===== src/rtl/ysyx_25020047_wbu_stage.sv =====
// Write-back stage: builds the commit record (rf write, next PC, error) at enqueue and holds it in a 2-entry skid FIFO.
// Optional retired-instruction counter is enabled by defining YSYX_25020047_WBU_RETCNT_EN.
module ysyx_25020047_wbu_stage #(
    parameter int XLEN = 32,
    parameter int RA_W = 5
) (
    input  logic            clk,
    input  logic            rst_n,
    input  logic            in_valid,
    output logic            in_ready,
    input  logic [2:0]      in_wbsel,
    input  logic [XLEN-1:0] in_result,
    input  logic [XLEN-1:0] in_memdata,
    input  logic [XLEN-1:0] in_snpc,
    input  logic            in_taken,
    input  logic [RA_W-1:0] in_rd,
    input  logic [1:0]      in_lsize,
    input  logic            in_lsign,
    input  logic [2:0]      in_addr_lo,
    output logic            out_valid,
    input  logic            out_ready,
    output logic [XLEN-1:0] out_dnpc,
    output logic            out_err,
    output logic            rf_wen,
    output logic [RA_W-1:0] rf_waddr,
    output logic [XLEN-1:0] rf_wdata
`ifdef YSYX_25020047_WBU_RETCNT_EN
    ,
    output logic [63:0]     retired_cnt
`endif
);

    localparam logic [2:0] WB_NONE   = 3'd0;
    localparam logic [2:0] WB_ALU    = 3'd1;
    localparam logic [2:0] WB_LOAD   = 3'd2;
    localparam logic [2:0] WB_JUMP   = 3'd3;
    localparam logic [2:0] WB_BRANCH = 3'd4;

    typedef struct packed {
        logic [XLEN-1:0] wdata;
        logic [XLEN-1:0] dnpc;
        logic [RA_W-1:0] rd;
        logic            wen;
        logic            err;
    } rec_t;

    // ---------------- load alignment / extension ----------------
    logic [2:0]      ld_off;
    logic [XLEN-1:0] ld_shift;
    logic [XLEN-1:0] ld_ext;
    logic            ld_misalign;
    int              ld_msb;

    always_comb begin
        // Byte offset inside the naturally aligned memory word
        ld_off   = (XLEN == 64) ? in_addr_lo : {1'b0, in_addr_lo[1:0]};
        ld_shift = in_memdata >> {ld_off, 3'b000};
        case (in_lsize)
            2'd0:    ld_msb = 7;
            2'd1:    ld_msb = 15;
            2'd2:    ld_msb = 31;
            default: ld_msb = XLEN - 1;
        endcase
        ld_ext = ld_shift;
        for (int i = 0; i < XLEN; i++) begin
            if (i > ld_msb) begin
                ld_ext[i] = in_lsign & ld_shift[ld_msb];
            end
        end
        case (in_lsize)
            2'd0:    ld_misalign = 1'b0;
            2'd1:    ld_misalign = in_addr_lo[0];
            2'd2:    ld_misalign = (in_addr_lo[1:0] != 2'd0);
            default: ld_misalign = (XLEN == 32) || (in_addr_lo != 3'd0);
        endcase
    end

    // ---------------- record construction ----------------
    rec_t rec_d;

    always_comb begin
        rec_d.wdata = in_result;
        rec_d.dnpc  = in_snpc;
        rec_d.rd    = in_rd;
        rec_d.wen   = 1'b0;
        rec_d.err   = 1'b0;
        case (in_wbsel)
            WB_NONE: ;
            WB_ALU: rec_d.wen = 1'b1;
            WB_LOAD: begin
                if (ld_misalign) begin
                    rec_d.err = 1'b1;
                end else begin
                    rec_d.wdata = ld_ext;
                    rec_d.wen   = 1'b1;
                end
            end
            WB_JUMP: begin
                rec_d.wdata = in_snpc;
                rec_d.wen   = 1'b1;
                rec_d.dnpc  = {in_result[XLEN-1:1], 1'b0};
            end
            WB_BRANCH: begin
                if (in_taken) begin
                    rec_d.dnpc = in_result;
                end
            end
            default: rec_d.err = 1'b1;
        endcase
        // x0 is never written; this is not an error
        if (in_rd == '0) begin
            rec_d.wen = 1'b0;
        end
    end

    // ---------------- 2-entry FIFO ----------------
    rec_t       fifo_q [2];
    logic       wr_ptr_q;
    logic       rd_ptr_q;
    logic [1:0] count_q;
    logic [1:0] count_d;
    logic       in_ready_q;
    logic       push;
    logic       pop;
    rec_t       head;

    assign head      = fifo_q[rd_ptr_q];
    assign out_valid = (count_q != 2'd0);
    assign in_ready  = in_ready_q;
    assign push      = in_valid & in_ready_q;
    assign pop       = out_valid & out_ready;

    always_comb begin
        case ({push, pop})
            2'b10:   count_d = count_q + 2'd1;
            2'b01:   count_d = count_q - 2'd1;
            default: count_d = count_q;
        endcase
    end

    always_ff @(posedge clk) begin
        if (!rst_n) begin
            count_q    <= 2'd0;
            wr_ptr_q   <= 1'b0;
            rd_ptr_q   <= 1'b0;
            in_ready_q <= 1'b1;
        end else begin
            count_q    <= count_d;
            // Registered so upstream ready never depends on out_ready
            in_ready_q <= (count_d != 2'd2);
            if (push) wr_ptr_q <= wr_ptr_q + 1'b1;
            if (pop)  rd_ptr_q <= rd_ptr_q + 1'b1;
        end
    end

    always_ff @(posedge clk) begin
        if (push) begin
            fifo_q[wr_ptr_q] <= rec_d;
        end
    end

    assign out_dnpc = out_valid ? head.dnpc  : '0;
    assign out_err  = out_valid ? head.err   : 1'b0;
    assign rf_waddr = out_valid ? head.rd    : '0;
    assign rf_wdata = out_valid ? head.wdata : '0;
    assign rf_wen   = pop & head.wen;

`ifdef YSYX_25020047_WBU_RETCNT_EN
    logic [63:0] retired_q;

    always_ff @(posedge clk) begin
        if (!rst_n) begin
            retired_q <= 64'd0;
        end else if (pop && !head.err) begin
            retired_q <= retired_q + 64'd1;
        end
    end

    assign retired_cnt = retired_q;
`endif

endmodule


===== config.mk =====
export PLATFORM = sky130hd
export DESIGN_NAME = ysyx_25020047_wbu_stage
export DESIGN_NICKNAME = d
export VERILOG_FILES = /design/src/rtl/ysyx_25020047_wbu_stage.sv
export SDC_FILE = /design/constraint.sdc
export NUM_CORES = 1
export LEC_CHECK = 0
export CORE_MARGIN = 2
export CORE_UTILIZATION = 40
export DETAILED_ROUTE_END_ITERATION = 7
export PLACE_DENSITY = 0.71
export SLEW_MARGIN = 20
export SYNTH_ARGS = -nofsm -noshare
export SYNTH_HDL_FRONTEND = slang
export SYNTH_SLANG_ARGS = --single-unit

===== constraint.sdc =====
create_clock -name clk -period 5.12 [get_ports clk]
set_clock_uncertainty 0.05 [all_clocks]
set_input_delay 1.28 -clock clk [delete_from_list [all_inputs] [get_ports clk]]
set_output_delay 1.28 -clock clk [all_outputs]
set_load 0.005 [all_outputs]

* After elaboration in Yosys (flattened, before gate mapping)
Memory sizes are Yosys's and may differ from the RTL's. A register that Yosys moved wholly into a read port is not among the register bits.
Cells that the tools add are included.
** Storage, ports and cells
- Register bits :: 5
- Bits in writable memories :: 142
- Input bits :: 115
- Output and inout port bits :: 73
- Logic and storage cells :: 118
- Memories kept :: 1
** Memories
- fifo_q :: depth 2, width 71, rd ports 1, clocked after memory_dff 1, wr ports 1, RTL line 117 : rec_t fifo_q [2];
** Cells by class
- Add/subtract/negate cells :: 4
- Magnitude comparators :: 33
- Equality and inequality tests :: 9
- Shift-type cells :: 1
- Mux-type cells :: 55
- Bitwise logic cells :: 4
- Reduce and logical (&&, ||, !) cells :: 7
** Operators with widths (count)
- 6-bit by 32-bit greater-than comparator with 1-bit output, first input constant :: 16
- 5-bit by 32-bit greater-than comparator with 1-bit output, first input constant :: 8
- 4-bit by 32-bit greater-than comparator with 1-bit output, first input constant :: 4
- 32-bit 2-to-1 mux :: 4
- 32-bit one-hot mux with 2 select lines :: 2
- 3-bit by 32-bit greater-than comparator with 1-bit output, first input constant :: 2
- 1-bit 2-to-1 mux :: 42
- 1-bit by 32-bit greater-than comparator with 1-bit output, first input constant :: 1
- 2-bit by 32-bit greater-than comparator with 1-bit output, first input constant :: 1
- 32-bit by 7-bit < comparator with 1-bit output, second input constant :: 1
- 32-bit by 5-bit >> shifter with 32-bit output :: 1
- 5-bit one-hot mux with 2 select lines :: 1
- 3-bit by 2-bit equality test with 1-bit output, second input constant :: 2
- 1-bit binary-select mux with 5-bit select :: 1
- 5-bit logical NOT :: 1
- 5-bit 2-to-1 mux :: 1
- 1-bit bitwise AND :: 4
- 2-bit by 1-bit equality test with 1-bit output, second input constant :: 2
- 2-bit equality test, second input constant :: 2
- 1-bit one-hot mux with 2 select lines :: 2
- 2-bit one-hot mux with 2 select lines :: 1
- 2-bit nonzero test :: 2
- 4-bit OR reduction :: 1
- 3-bit by 1-bit equality test with 1-bit output, second input constant :: 1
- other kinds (9) :: 10

* Longest topological paths before layout
Gate-level depths: netlist (run 1).
- Depth in word-level cells :: 9
- Mapped depth :: 9
- Depth with buffers taken out :: 9

* Worst setup path after synthesis (run 1)
OpenSTA, ideal clock, no wires.
- Path kind :: in2reg
- Start :: input port in_valid
- End :: memory fifo_q[0][0] (netlist name) (enable)
- Library setup time :: 0.502 ns
- Arrival time :: 4.353 ns
- Required time :: 4.568 ns
- Setup slack :: 0.215 ns
- Stages :: 2
- Path buffers :: 0
- Cells stage by stage :: nand2_1 -> nor2_1
** Between the ends
- Cells in the longest elaborated chain, start to end :: 3
** Ends and longest elaborated chain
- start: declaration :: RTL line 9 : input logic in_valid,
- 1-bit bitwise AND :: RTL line 130 : assign push = in_valid & in_ready_q;
- 1-bit 2-to-1 mux :: RTL line 157 : if (push) begin
- 1-bit 2-to-1 mux (implied by the code) :: RTL line 158 : fifo_q[wr_ptr_q] <= rec_d;
- end: declaration :: RTL line 117
No other way between the ends.

* Worst setup path in the final report (run 1)
- Start :: register count_q[0]
- End :: output port rf_wdata[5]
** Between the ends
- Cells in the longest elaborated chain, start to end :: 2
** Ends and longest elaborated chain
- start: declaration :: RTL line 120 : logic [1:0] count_q;
- start signal: assignment :: RTL line 148 : count_q <= count_d;
- 2-bit nonzero test :: RTL line 128 : assign out_valid = (count_q != 2'd0);
- 32-bit 2-to-1 mux :: RTL line 165 : assign rf_wdata = out_valid ? head.wdata : '0;
- end: declaration :: RTL line 26 : output logic [XLEN-1:0] rf_wdata
No other way between the ends.

==> impl_metrics.json, run 1 <==
{
  "crit_fanout": 34,
  "tightest_slew_ns": 1.072,
  "slew_headroom_pct": 28.51,
  "fin_nets": 856,
  "dr.pass1.iters": 5,
  "core_mm2": 0.01796,
  "antenna_cells": 0,
  "end_kind": "output pin",
  "final_common_cell": "clkdlybuf4s50_1",
  "hold_path.class": "flop to flop",
  "clockBufferDepth": 2,
  "fin_crit_ns": 3.883,
  "grt_max_degree": 72,
  "die_y_um": 139.5,
  "via_count": 5498,
  "netlist_area_mm2": 0.007341,
  "r2r_setup_slack_ns": 2.56,
  "ys_seq_elements": 148,
  "syn_inst": 559,
  "drv_cap": 0,
  "grt_pass1_wl_um": 31220,
  "synth.yosys.warnings": 0,
  "finalCritPeriodShare_pct": 75.84,
  "p_leak_nw": 3.423,
  "die_width_um": 139.5,
  "avgViaCountPerCell": 5.599,
  "synth_edf_count": 142,
  "wl_um": 20420,
  "run_status": "finished, final reports clean",
  "regArea_mm2": 0.004388,
  "hold_ws_ns": 0.5250,
  "cts_tree": "yes",
  "ctsResizeCount": 0,
  "num_rows": 49,
  "peakVddDrop_mv": 0.2876,
  "synthFlopType": "edfxtp_1",
  "grt_pass1_vias": 5581,
  "power.density_mw_per_mm2": 438.8,
  "synth_fa_ha_area_share_pct": 0.1704,
  "post-route-drc-count": 0,
  "synth_simple_gate_area_share_pct": 9.051,
  "synth_xor_area_share_pct": 0.3579,
  "io_pins": 188,
  "die_area_mm2": 0.01945,
  "clk_pin_slew_ns": 0.06,
  "ys_seq_area_share_pct": 59.72,
  "initial_utilization_pct": 40.87,
  "numCtsBuffers": 17,
  "antenna_found_initial": 0,
  "final_max_slew_viol_count": 0,
  "syn_avg_cell_area_um2": 13.13,
  "h-tree-depth": 4,
  "cts.hold.buffers_added": 0,
  "dp_hpwl_um": 14520,
  "startpoint_type": "flop",
  "fmax_mhz": 257.5,
  "overflow": 0,
  "drive_above_1_share_pct": 13.55,
  "synth_top_family_by_area": "multiplexers",
  "synth_compound_area_share_pct": 10.07,
  "grt_use_total_pct": 21.01,
  "port_buffers": 186,
  "rsz0062_at_grt": "no",
  "synth-async-reset-ratio_pct": 0,
  "post_cts_buffers": 0,
  "cts_sinks": 148,
  "drtIter0Drc": 429,
  "cts_root_buf": "clkbuf_16",
  "final_cell_mix": "clkdlybuf4s50_1, edfxtp_1, mux2i_1, nor2_1, mux2_2",
  "hold_viol": 0,
  "synth_mux_area_share_pct": 18.29,
  "setup_tns_ns": 0,
  "mappedNetlistNets": 675,
  "place_congestion": 0.8506,
  "synthDistinctLibCells": 47,
  "setup.worst_path.class": "flop to output pin",
  "ant_nets": 0,
  "insertion_delay_ns": 0.42,
  "wl_per_cell_um": 20.79,
  "finalPower_w": 0.004419,
  "cp.required_ns": 3.79,
  "synthToLayoutAreaGrowth_pct": 37.19,
  "multi_input_area_mm2": 0.002813,
  "setup_viol": 0,
  "fillers": 1453,
  "arrival_ns": 2.55
}
-- Yosys cell counts, drive strengths merged, types with 2 or more instances --
cell type / instances / share of area (%)
nor3: 2 / 0.20
o21ai: 19 / 1.3
o21a: 2 / 0.20
nor2: 78 / 4.0
mux2: 39 / 6.0
a222oi: 8 / 1.1
a21oi: 11 / 0.75
edfxtp: 142 / 58
a22oi: 17 / 1.7
nand2b: 6 / 0.51
a22o: 7 / 0.84
xnor2: 3 / 0.36
nor2b: 10 / 0.85
or3: 10 / 0.85
inv: 3 / 0.15
o311ai: 9 / 1.1
o221a: 7 / 1.1
nand2: 19 / 0.97
buf: 14 / 0.90
and2: 4 / 0.34
a31oi: 2 / 0.38
mux2i: 88 / 12
o211ai: 8 / 0.82
dfxtp: 6 / 1.6
clkbuf: 25 / 1.3
nand3b: 7 / 0.72
-- logic make-up (layout without fill, tap and decap cells) --
family          after synthesis  in the layout
buf+inv                      42            236
mux                         128            128
simple gates                142            142
compound gates               95             95
xor+xnor                      3              3
flops                       148            148
fa+ha+maj                     1              1
-- final timing paths --
| check | startpoint | end | cells past startpoint |
|---|---|---|---|
| hold / removal | count_q[1] | count_q[1] | 2 |
| hold reg to reg | count_q[1] | count_q[1] | 2 |
| setup reg to reg | count_q[0] | in_ready | 8 |
| setup / recovery | count_q[0] | rf_wdata[5] | 4 |
-- flip-flops by register name, indices dropped and copies added, names as in the netlist, named ones only --
signal and count:
count_q 2, fifo_q 142, in_ready 1, rd_ptr_q 1, wr_ptr_q 1
-- stage by stage --
stage | util, % | area (µm²) | instances | setup slack, ns
after floorplan | - | 7341 | 559 | 0.2151
after global placement | 52.78 | 9480 | 950 | 1.229
after detailed placement | 52.78 | 9480 | 950 | 1.205
after CTS | 56.06 | 10070 | 982 | 1.212
after global routing | 56.06 | 10070 | 982 | 1.089
final | 56.06 | 10070 | 982 | 1.237
-- final cells by class --
type	count	share of cell area, %
inverter	3	0.1118
clock inverter	13	1.565
clock buffer	19	4.299
tap	229	2.845
multi-input combinational	369	27.93
sequential	148	43.57
timing repair buffer	201	19.68
-- critical path, stage by stage, from the launching register on --
cell and delay, ns:
dfxtp_1 0.36, nor2_4 0.65, buf_4 0.47, nor2_1 0.15, clkdlybuf4s50_1 0.48
-- per-layer routing --
layer  part of all wire, %  wire, µm  global-route usage [%]  vias up
li1                      -         -                       -     2525
met1                    41      8392                   27.25     2675
met2                    49     10090                   34.88      264
met3                   6.9      1401                   3.716       34
met4                   2.6       539                   8.878        0
met5                     0         0                       0        -
-- power breakdown --
| part | leakage [nW] | internal, W | switching [W] |
|---|---|---|---|
| sequential | 1.38 | 0.00154 | 0.0000981 |
| clock | 0.281 | 0.000764 | 0.000480 |
| combinational | 1.76 | 0.000825 | 0.000711 |
No activity file was read; power rests on OpenSTA's default activity.
==> run 2, diff against run 1 <==
--- a/config.mk
+++ b/config.mk
@@ -8,7 +8,7 @@
 export CORE_MARGIN = 2
 export CORE_UTILIZATION = 40
 export DETAILED_ROUTE_END_ITERATION = 7
-export PLACE_DENSITY = 0.71
+export PLACE_DENSITY = 0.68
 export SLEW_MARGIN = 20
 export SYNTH_ARGS = -nofsm -noshare
 export SYNTH_HDL_FRONTEND = slang
==> constraint.sdc (replaced) <==
create_clock -name clk -period 3.65 [get_ports clk]
set_clock_uncertainty 0.05 [all_clocks]
set_input_delay 0.9125 -clock clk [delete_from_list [all_inputs] [get_ports clk]]
set_output_delay 0.9125 -clock clk [all_outputs]
set_load 0.005 [all_outputs]
==> run 2 against run 1 <==
  * Worst hold slack improved by 0.018 ns
  * First-iteration DRC count up 20%
  * Register-to-register slack got worse by 1.2 ns
  * Sequential cell count is the same
  * Largest cell class unchanged
  * Highest routed layer unchanged
==> impl_metrics.json, run 2 (synthesis gave the netlist of run 1 again) <==
{
  "run_status": "finished, final reports clean",
  "final_max_slew_viol_count": 0,
  "reg_top3": "fifo_q: 142 flops, count_q: 2 flops",
  "grt_use_total_pct": 21.16,
  "hold_path.class": "flop to flop",
  "place_congestion": 0.8196,
  "drtIter0Drc": 514,
  "rsz0062_at_grt": "no",
  "p_leak_nw": 3.451,
  "numCtsBuffers": 17,
  "end_kind": "output pin",
  "reg2reg_from": "count_q[0]",
  "wl_um": 20700,
  "io_pins": 188,
  "final_cell_mix": "clkdlybuf4s50_1, edfxtp_1, mux2i_1, nor2_1, mux2_2",
  "ant_nets": 0,
  "clockBufferDepth": 2,
  "dp_hpwl_um": 14790,
  "final_util_pct": 56.40,
  "drv_cap": 0,
  "cpPeakStageDelay_ns": 0.65,
  "dr.pass1.iters": 5,
  "port_buffers": 186,
  "antenna_found_initial": 1,
  "post-route-drc-count": 0,
  "antenna_cells": 0,
  "setup_tns_ns": 0,
  "grt_max_degree": 73,
  "finalCritPeriodShare_pct": 87.02,
  "cts_root_buf": "clkbuf_16",
  "wl_per_cell_um": 20.99,
  "crit_fanout": 26,
  "setup.worst_path.class": "flop to output pin",
  "avgViaCountPerCell": 5.526,
  "multi_input_area_mm2": 0.002813,
  "die_y_um": 139.5,
  "cts.hold.buffers_added": 0,
  "hold_viol": 0,
  "fmax_mhz": 314.8,
  "regArea_mm2": 0.004388,
  "top_register": "fifo_q",
  "grt_pass1_vias": 5638,
  "via_count": 5449,
  "worst_path_max_delay_cell": "dfxtp_4",
  "clk_pin_slew_ns": 0.06,
  "die_width_um": 139.5,
  "final_common_cell": "clkdlybuf4s50_1",
  "insertion_delay_ns": 0.41,
  "power.density_mw_per_mm2": 609.5,
  "fillers": 1488,
  "min-delay-start": "rd_ptr_q",
  "path_buf_inv": 2,
  "die_area_mm2": 0.01945,
  "crit_chain": "buf_4, mux2i_1, nor2_1, clkdlybuf4s50_1",
  "grt_pass1_wl_um": 31130,
  "setup_viol": 0,
  "num_rows": 49,
  "cp.required_ns": 2.69,
  "initial_utilization_pct": 40.87,
  "slew_headroom_pct": 37.97,
  "drive_above_1_share_pct": 14.13,
  "overflow": 0,
  "cts_sinks": 148,
  "startpoint_type": "flop",
  "tightest_slew_ns": 0.9285,
  "cts_tree": "yes",
  "largest_reg_flops": 142,
  "fin_crit_ns": 3.176,
  "post_cts_buffers": 0,
  "arrival_ns": 2.21,
  "fin_nets": 860,
  "synthToLayoutAreaGrowth_pct": 38.01,
  "ctsResizeCount": 0,
  "cp_top_family": "buffers and inverters",
  "peakVddDrop_mv": 0.5204,
  "h-tree-depth": 4,
  "core_mm2": 0.01796
}
-- run 2: report_power, final --
part / switching [W] / internal (W)
Combinational: 0.00101 / 0.00118
Sequential: 0.000125 / 0.00216
Clock: 0.000673 / 0.00103
Total: 0.00181 / 0.00437
-- run 2: routing by layer --
metal	track usage (%)	wire, µm	up-vias
met2	34.55	10000	231
met1	27.97	8947	2663
li1	-	-	2530
met5	0	0	-
met4	9.304	473	0
met3	3.476	1280	25
-- run 2: final cells by class --
class	instances	area share, %
clock inverter	9	0.6175
tap	229	2.828
inverter	3	0.1112
multi-input combinational	369	27.76
timing repair buffer	205	20.11
clock buffer	23	5.261
sequential	148	43.31
-- run 2: final timing paths --
kind            endpoint  slack (ns)  depth (start not counted)
max          rf_wdata[9]        0.47                          4
min             rd_ptr_q        0.54                          2
max reg2reg     in_ready        1.34                          9
min reg2reg     rd_ptr_q        0.54                          2
-- run 2: per-stage QoR --
stage / area (µm²) / total power (W) / std cells / setup slack [ns] / hold slack, ns
floorplan: 7343 / 0.003311 / 559 / 0.3151 / 0.4410
global placement: 9535 / 0.004491 / 954 / 0.4662 / 0.4899
detailed placement: 9535 / 0.004526 / 954 / 0.4323 / 0.5254
CTS: 10130 / 0.006236 / 986 / 0.4294 / 0.5465
global route: 10130 / 0.006465 / 986 / 0.3410 / 0.5836
finish: 10130 / 0.006175 / 986 / 0.4738 / 0.5433
-- run 2: worst reg2reg max path: cells and delay by family (launching register included) --
| family | cells | cell delay (ns) |
|---|---|---|
| flops | 1 | 0.36 |
| buf+inv | 3 | 0.56 |
| simple gates | 4 | 0.66 |
| fa+ha+maj | 1 | 0.30 |
| compound gates | 1 | 0.26 |
